### config.mk
export PLATFORM = sky130hd
export DESIGN_NAME = fetch_stage
export DESIGN_NICKNAME = d
export VERILOG_FILES = /design/src/rtl/fetch_pkg.sv /design/src/rtl/fetch_stage_pc_reg.sv /design/src/rtl/fetch_stage.sv
export SDC_FILE = /design/constraint.sdc
export NUM_CORES = 1
export LEC_CHECK = 0
export CORE_ASPECT_RATIO = 1.25
export CORE_MARGIN = 1.5
export CORE_UTILIZATION = 30
export DETAILED_ROUTE_END_ITERATION = 6
export PLACE_DENSITY_LB_ADDON = 0.2
export SYNTH_ARGS = -nofsm -noshare
export SYNTH_HDL_FRONTEND = slang
export SYNTH_SLANG_ARGS = --single-unit
### constraint.sdc
create_clock -name clk -period 5.01 [get_ports clk]
set_clock_uncertainty 0.15 [all_clocks]
set_input_delay 1.002 -clock clk [delete_from_list [all_inputs] [get_ports clk]]
set_output_delay 1.002 -clock clk [all_outputs]
set_load 0.005 [all_outputs]
### src/rtl/fetch_pkg.sv
// Shared definitions for the RV32I fetch stage: FSM state encoding and the
// bubble instruction word.
package fetch_pkg;

  typedef enum logic [1:0] {
    ST_RESET = 2'd0,
    ST_FETCH = 2'd1,
    ST_WAIT  = 2'd2,
    ST_READY = 2'd3
  } fetch_state_t;

  // addi x0,x0,0
  localparam logic [31:0] NOP_INSTR = 32'h0000_0013;

endpackage

### src/rtl/fetch_stage_pc_reg.sv
// Program counter register for the fetch stage: reset load, sequential
// increment and redirect load (redirect has priority).
module pc_reg
  import fetch_pkg::*;
#(
  parameter int                    DATA_WIDTH = 32,
  parameter logic [DATA_WIDTH-1:0] RESET_PC   = '0
) (
  input  logic                  clk,
  input  logic                  rst_n,
  input  logic                  load_en,
  input  logic                  inc_en,
  input  logic [DATA_WIDTH-1:0] load_val,
  output logic [DATA_WIDTH-1:0] pc_q,
  output logic [DATA_WIDTH-1:0] pc_plus_4
);

  // Wraps modulo 2^DATA_WIDTH by construction.
  assign pc_plus_4 = pc_q + DATA_WIDTH'(4);

  // PC update: redirect load beats increment, otherwise hold.
  always_ff @(posedge clk or negedge rst_n) begin
    if (!rst_n) begin
      pc_q <= RESET_PC;
    end else if (load_en) begin
      pc_q <= load_val;
    end else if (inc_en) begin
      pc_q <= pc_plus_4;
    end else begin
      pc_q <= pc_q;
    end
  end

endmodule

### src/rtl/fetch_stage.sv
// Fetch stage of the pipelined RV32I core. Issues one instruction-memory read
// at a time, holds the returned word until the hazard unit releases it and
// inserts NOP bubbles while a read is outstanding. Responses made stale by a
// redirect from Execute are discarded via kill_q.
// Optional build macro: FETCH_MISALIGN_CHECK_EN adds the sticky
// FetchMisalignF output flagging redirect targets with nonzero low bits.
module fetch_stage #(
  parameter int                    DATA_WIDTH = 32,
  parameter logic [DATA_WIDTH-1:0] RESET_PC   = 32'h0000_0000,
  parameter logic [DATA_WIDTH-1:0] NOP_INSTR  = fetch_pkg::NOP_INSTR
) (
  input  logic                  clk,
  input  logic                  rst_n,
  input  logic                  StallF,
  input  logic                  PCSrcE,
  input  logic [DATA_WIDTH-1:0] PCTargetE,
  output logic                  imem_req,
  output logic [DATA_WIDTH-1:0] imem_addr,
  input  logic                  imem_rvalid,
  input  logic [DATA_WIDTH-1:0] imem_rdata,
  output logic [DATA_WIDTH-1:0] InstrF,
  output logic [DATA_WIDTH-1:0] PCF,
  output logic [DATA_WIDTH-1:0] PC_plus_4F,
`ifdef FETCH_MISALIGN_CHECK_EN
  output logic                  FetchMisalignF,
`endif
  output logic                  FetchValidF
);

  import fetch_pkg::*;

  fetch_state_t          state_q, state_d;
  logic [DATA_WIDTH-1:0] instr_q;
  logic                  kill_q, kill_d;
  logic                  instr_load;
  logic                  pc_load, pc_inc;
  logic [DATA_WIDTH-1:0] pc_q, pc_plus_4;
  logic [DATA_WIDTH-1:0] target_aligned;

  // Low target bits are never stored: the PC stays word aligned.
  assign target_aligned = {PCTargetE[DATA_WIDTH-1:2], 2'b00};

  pc_reg #(
    .DATA_WIDTH (DATA_WIDTH),
    .RESET_PC   (RESET_PC)
  ) u_pc_reg (
    .clk       (clk),
    .rst_n     (rst_n),
    .load_en   (pc_load),
    .inc_en    (pc_inc),
    .load_val  (target_aligned),
    .pc_q      (pc_q),
    .pc_plus_4 (pc_plus_4)
  );

  // Next-state, request and PC-control decode; redirect outranks stall.
  always_comb begin
    state_d    = state_q;
    kill_d     = kill_q;
    instr_load = 1'b0;
    pc_load    = 1'b0;
    pc_inc     = 1'b0;
    imem_req   = 1'b0;
    imem_addr  = pc_q;
    case (state_q)
      ST_RESET: begin
        state_d = ST_FETCH;
      end
      ST_FETCH: begin
        imem_req  = 1'b1;
        imem_addr = pc_q;
        state_d   = ST_WAIT;
        if (PCSrcE) begin
          // The request just issued now targets the wrong PC.
          pc_load = 1'b1;
          kill_d  = 1'b1;
        end else begin
          kill_d  = kill_q;
        end
      end
      ST_WAIT: begin
        if (PCSrcE) begin
          pc_load = 1'b1;
          if (imem_rvalid) begin
            kill_d  = 1'b0;
            state_d = ST_FETCH;
          end else begin
            kill_d  = 1'b1;
            state_d = ST_WAIT;
          end
        end else if (imem_rvalid) begin
          if (kill_q) begin
            kill_d  = 1'b0;
            state_d = ST_FETCH;
          end else begin
            instr_load = 1'b1;
            state_d    = ST_READY;
          end
        end else begin
          state_d = ST_WAIT;
        end
      end
      ST_READY: begin
        if (PCSrcE) begin
          pc_load = 1'b1;
          state_d = ST_FETCH;
        end else if (!StallF) begin
          // Fetch the next sequential word while advancing the PC.
          imem_req  = 1'b1;
          imem_addr = pc_plus_4;
          pc_inc    = 1'b1;
          state_d   = ST_WAIT;
        end else begin
          state_d = ST_READY;
        end
      end
      default: begin
        state_d = ST_RESET;
        kill_d  = 1'b0;
      end
    endcase
  end

  // FSM state, kill flag and held instruction word.
  always_ff @(posedge clk or negedge rst_n) begin
    if (!rst_n) begin
      state_q <= ST_RESET;
      kill_q  <= 1'b0;
      instr_q <= NOP_INSTR;
    end else begin
      state_q <= state_d;
      kill_q  <= kill_d;
      if (instr_load) begin
        instr_q <= imem_rdata;
      end else begin
        instr_q <= instr_q;
      end
    end
  end

  assign FetchValidF = (state_q == ST_READY);
  assign InstrF      = FetchValidF ? instr_q : NOP_INSTR;
  assign PCF         = pc_q;
  assign PC_plus_4F  = pc_plus_4;

`ifdef FETCH_MISALIGN_CHECK_EN
  logic misalign_q;

  // Sticky flag: any accepted redirect to a non-word-aligned target.
  always_ff @(posedge clk or negedge rst_n) begin
    if (!rst_n) begin
      misalign_q <= 1'b0;
    end else if ((state_q != ST_RESET) && PCSrcE && (PCTargetE[1:0] != 2'b00)) begin
      misalign_q <= 1'b1;
    end else begin
      misalign_q <= misalign_q;
    end
  end

  assign FetchMisalignF = misalign_q;
`else
  logic unused_tgt_lsb;
  assign unused_tgt_lsb = ^PCTargetE[1:0];
`endif

endmodule
**Word-level counts from Yosys, hierarchy flattened**

Index checks and enable logic that the tools add are counted.

- Register bits: 67

- Add/subtract/negate cells: 1
- Equal/unequal tests: 5
- Mux-type cells: 28
- Reductions and logical operators: 5

Operators with widths:

| kind | number |
|---|---|
| $mux W32 | 6 |
| $add A32 B3 Y32 const B | 1 |
| $mux W1 | 14 |
| $mux W2 | 5 |
| $pmux W2 S4 | 1 |
| $eq A2 B2 Y1 const B | 2 |
| $pmux W1 S2 | 2 |
| $reduce_bool A2 Y1 | 2 |
| $ne A3 B3 Y1 const B | 1 |
| $reduce_and A3 Y1 | 1 |
| $reduce_or A3 Y1 | 1 |
| $eq A2 B1 Y1 const B | 1 |
| $logic_not A2 Y1 | 1 |
| $ne A2 B2 Y1 const B | 1 |

**Depth between registers and ports, before layout**

- Depth in word-level cells: 5
- Mapped depth: 7

**Modules after synthesis**

A second synthesis with hierarchy kept.

- Cells, all modules: 452
- Area, all modules: 4381.7 um^2

Modules (own cells, without submodules):

| module | times used | cells an instance | area an instance (um^2) |
|---|---|---|---|
| pc_reg | 1 | 289 | 2373.5 |
| fetch_stage | 1 | 163 | 2008.2 |

**Worst setup path after synthesis**

OpenSTA, ideal clock, no wires.

- Path kind: input to output
- Start: input port StallF
- End: output port imem_addr[22]
- Data arrival time: 2.197 ns
- Setup slack: 1.661 ns
- Stages on the path: 4
- Path through: nand4bb_1 > or4_1 > nor3_1 > xor2_1

- Cells in the longest elaborated chain, start to end: 3

RTL lines:

| item | RTL line | text |
|---|---|---|
| from (decl) | fetch_stage.sv:14 | `input logic StallF,` |
| $mux W32 | fetch_stage.sv:107 | `end else if (!StallF) begin` |
| $mux W32 | fetch_stage.sv:104 | `if (PCSrcE) begin` |
| $mux W32 | fetch_stage.sv:65 | `case (state_q)` |
| to (decl) | fetch_stage.sv:18 | `output logic [DATA_WIDTH-1:0] imem_addr,` |

No other way between the ends.

**Worst setup path after layout**

- Start: input port StallF
- End: output port imem_addr[29]

The elaborated chain is that of the path after synthesis.

==> results.toml <==
[floorplanning]
core_area_mm2 = 0.0143
io_pins = 199
start_util_pct = 30.5
die_y_um = 138
design.die.area_mm2 = 0.0153
num_rows = 49
dieWidth_um = 111

[clock_tree]
cts_resized = 0
cts_tree = "built"
htreeDepth = 3
clkTransAtPathRegs_ps = 60
clkLatencyLatePin_ps = 330
cts_root_buf = "clkbuf_16"
cts_sinks = 65
cts_setup_buffers = 0
cts_made_buffers = 9
clockBufferDepth = 2
cts-hold-fix-buffers = 0

[detailed_routing]
drt_iter0_drc = 142
drc = 0
first_pass_iters = 4
postRouteAntennaNets = 0
routed-via-count = 4425
wl_per_cell_um = 17.8
routed_wl_mm = 14.9
viasPerCell = 5.31

[power]
power.leakage_uw = 0.00271
p_sw_share_pct = 35.2
ir_worst_vdd_mv = 0.223
p_clk_share_pct = 19.8
p_total_uw = 3790
pwr-share-seq_pct = 29.3
combPwrFrac_pct = 50.9
p_per_area_mw_per_mm2 = 564
internal_power_uw = 2460
p_sw_uw = 1340

[grt]
grt_pass1_wl_mm = 23.6
antenna_found_initial = 0
grt_util_all_layers_pct = 19.5
grt_pass1_vias = 4491
grt_overflow = 0
grt_max_degree = 40

[setup_path]
worstSetupEndpointType = "output port"
path_class = "in2out"
arrival_ps = 3410
r2r_cells = 4
start_kind = "input port"
cp_max_fo = 17
cp_common_cell = "clkdlybuf4s50_1"
timing.critical_path.buf_inv = 3
path_delay_family = "buffers and inverters"
crit_chain = "clkdlybuf4s50_1, nand4bb_1, buf_4, nor4_2, and3_1, xor2_1, clkdlybuf4s50_1"
worstPathRequired_ps = 3860
max_stage_delay_ps = 540
cp.depth = 7
cp_slowest_cell = "clkdlybuf4s50_1"

[timing]
hold_viol_final = 0
fmax_ghz = 0.219
max_slew_margin_pct = 37.7
setup_tns_ps = 0
whs_ps = 349
slew_viol_final = 0
rsz0062_at_grt = "no"
setup_viol = 0
min_period_ps = 4560
tightest_slew_ps = 934
period_share_pct = 91.1

[yosys]
synth_cell_types = 53
ys_warn_count = 0
netlist_area_mm2 = 0.00436
yosysTopAreaCellShare_pct = 35.6
syn_area_per_cell_um2 = 9.05
ys_seq_area_share_pct = 37.4
async_reset_ff_share_pct = 100
synth.most_common_cell = "dfrtp_1"
ys_seq_elements = 65
syn_inst = 481
yosysTopAreaCell = "dfrtp_1"
synth_commonest_cells = "dfrtp_1 (62), nand2_1 (42), nor2_1 (40), mux2_2 (34), xnor2_1 (33)"
synth_area_leaders = "dfrtp_1 (36%), mux2_2 (8.8%), xnor2_1 (6.6%)"
synth_edf_count = 0
synth_flop_cell = "dfrtp_1"

[run_status]
status = "complete, no violations"

[hold_path]
hold_path.class = "reg2reg"
hold_depth = 1

[layout]
syn_to_final_growth_pct = 54.5
drive_gt1_share_pct = 13.0
diodes = 0
fillers = 1397
nets = 721

[placement]
place.gp.congestion = 0.818
dp_hpwl_mm = 11.0
numPortBuffers = 190

[run]
max-cap-violations = 0
layer usage:
| layer | global-route usage, % | up-vias | routed length [µm] |
|---|---|---|---|
| li1 | - | 2065 | - |
| met1 | 22.6 | 2132 | 5980 |
| met2 | 33.0 | 202 | 7230 |
| met3 | 6.42 | 26 | 1220 |
| met4 | 8.76 | 0 | 451 |
| met5 | 0 | - | 0 |
path summary, 6_finish.rpt:
kind                                  start                end  slack (ps)
max                                  StallF      imem_addr[29]         450
min                             instr_q[25]        instr_q[25]         350
max reg2reg                u_pc_reg.pc_q[9]  u_pc_reg.pc_q[22]        2460
min reg2reg                     instr_q[25]        instr_q[25]         350
max in group asynchronous             rst_n         instr_q[7]        3110
min in group asynchronous             rst_n   u_pc_reg.pc_q[9]         660
metrics by stage:
stage	instances	setup slack (ps)	util [%]	cell area, µm²
final	834	446	47.1	6730
after global routing	834	265	47.1	6730
after CTS	834	417	47.1	6730
after detailed placement	818	439	44.6	6370
after global placement	818	439	44.6	6370
after floorplan	486	1660	-	4370
kinds of logic after synthesis:
group / after synthesis / synth area share [%]
other: 1 / 0.0861
AO/OA/AOI/OAI: 60 / 10.3
adder cells (fa/ha/maj): 1 / 0.287
buffers and inverters: 58 / 6.03
AND/OR/NAND/NOR: 213 / 27.2
flip-flops: 65 / 37.4
multiplexers: 35 / 9.02
XOR/XNOR: 48 / 9.65
state kept, by name, indices dropped and copies added (netlist names):
name           count
instr_q           32
u_pc_reg.pc_q     30
kill_q             1
state_q            2
power groups by stage:
stage	Sequential, µW	Combinational, µW	Clock [µW]
after floorplan	918	996	0
after global placement	1100	1930	0
after detailed placement	1120	1940	0
after CTS	1110	1950	769
after global routing	1150	2100	792
final	1110	1930	750
cell type report:
class                   count  area [µm²]  share of cell area [%]
multi-input cells         363        2500                    37.2
repair buffers            201        1980                    29.4
flip-flops and latches     65        1630                    24.2
clock buffers              10         239                    3.55
well taps                 178         223                    3.31
clock inverters             6         115                    1.71
inverters                  11        41.3                   0.614
cells in the final DEF, fill, tap and decap left out, drive strengths merged, types with 3 or more instances in the layout:
cell type and n:
nor3 12, nor4 15, buf 12, nand2b 3, o211ai 4, nand2 42, clkdlybuf4s50 189, dfstp 3
nand3 25, o21ai 11, nor2 40, mux2 34, or4 4, bufinv 3, a21o 4, xor2 15
a221o 11, a31o 6, and3 32, a31oi 9, nand4 23, inv 11, clkbuf 10, dfrtp 62
nand4b 4, xnor2 33, conb 6
Power figures use the tool's default switching activity.
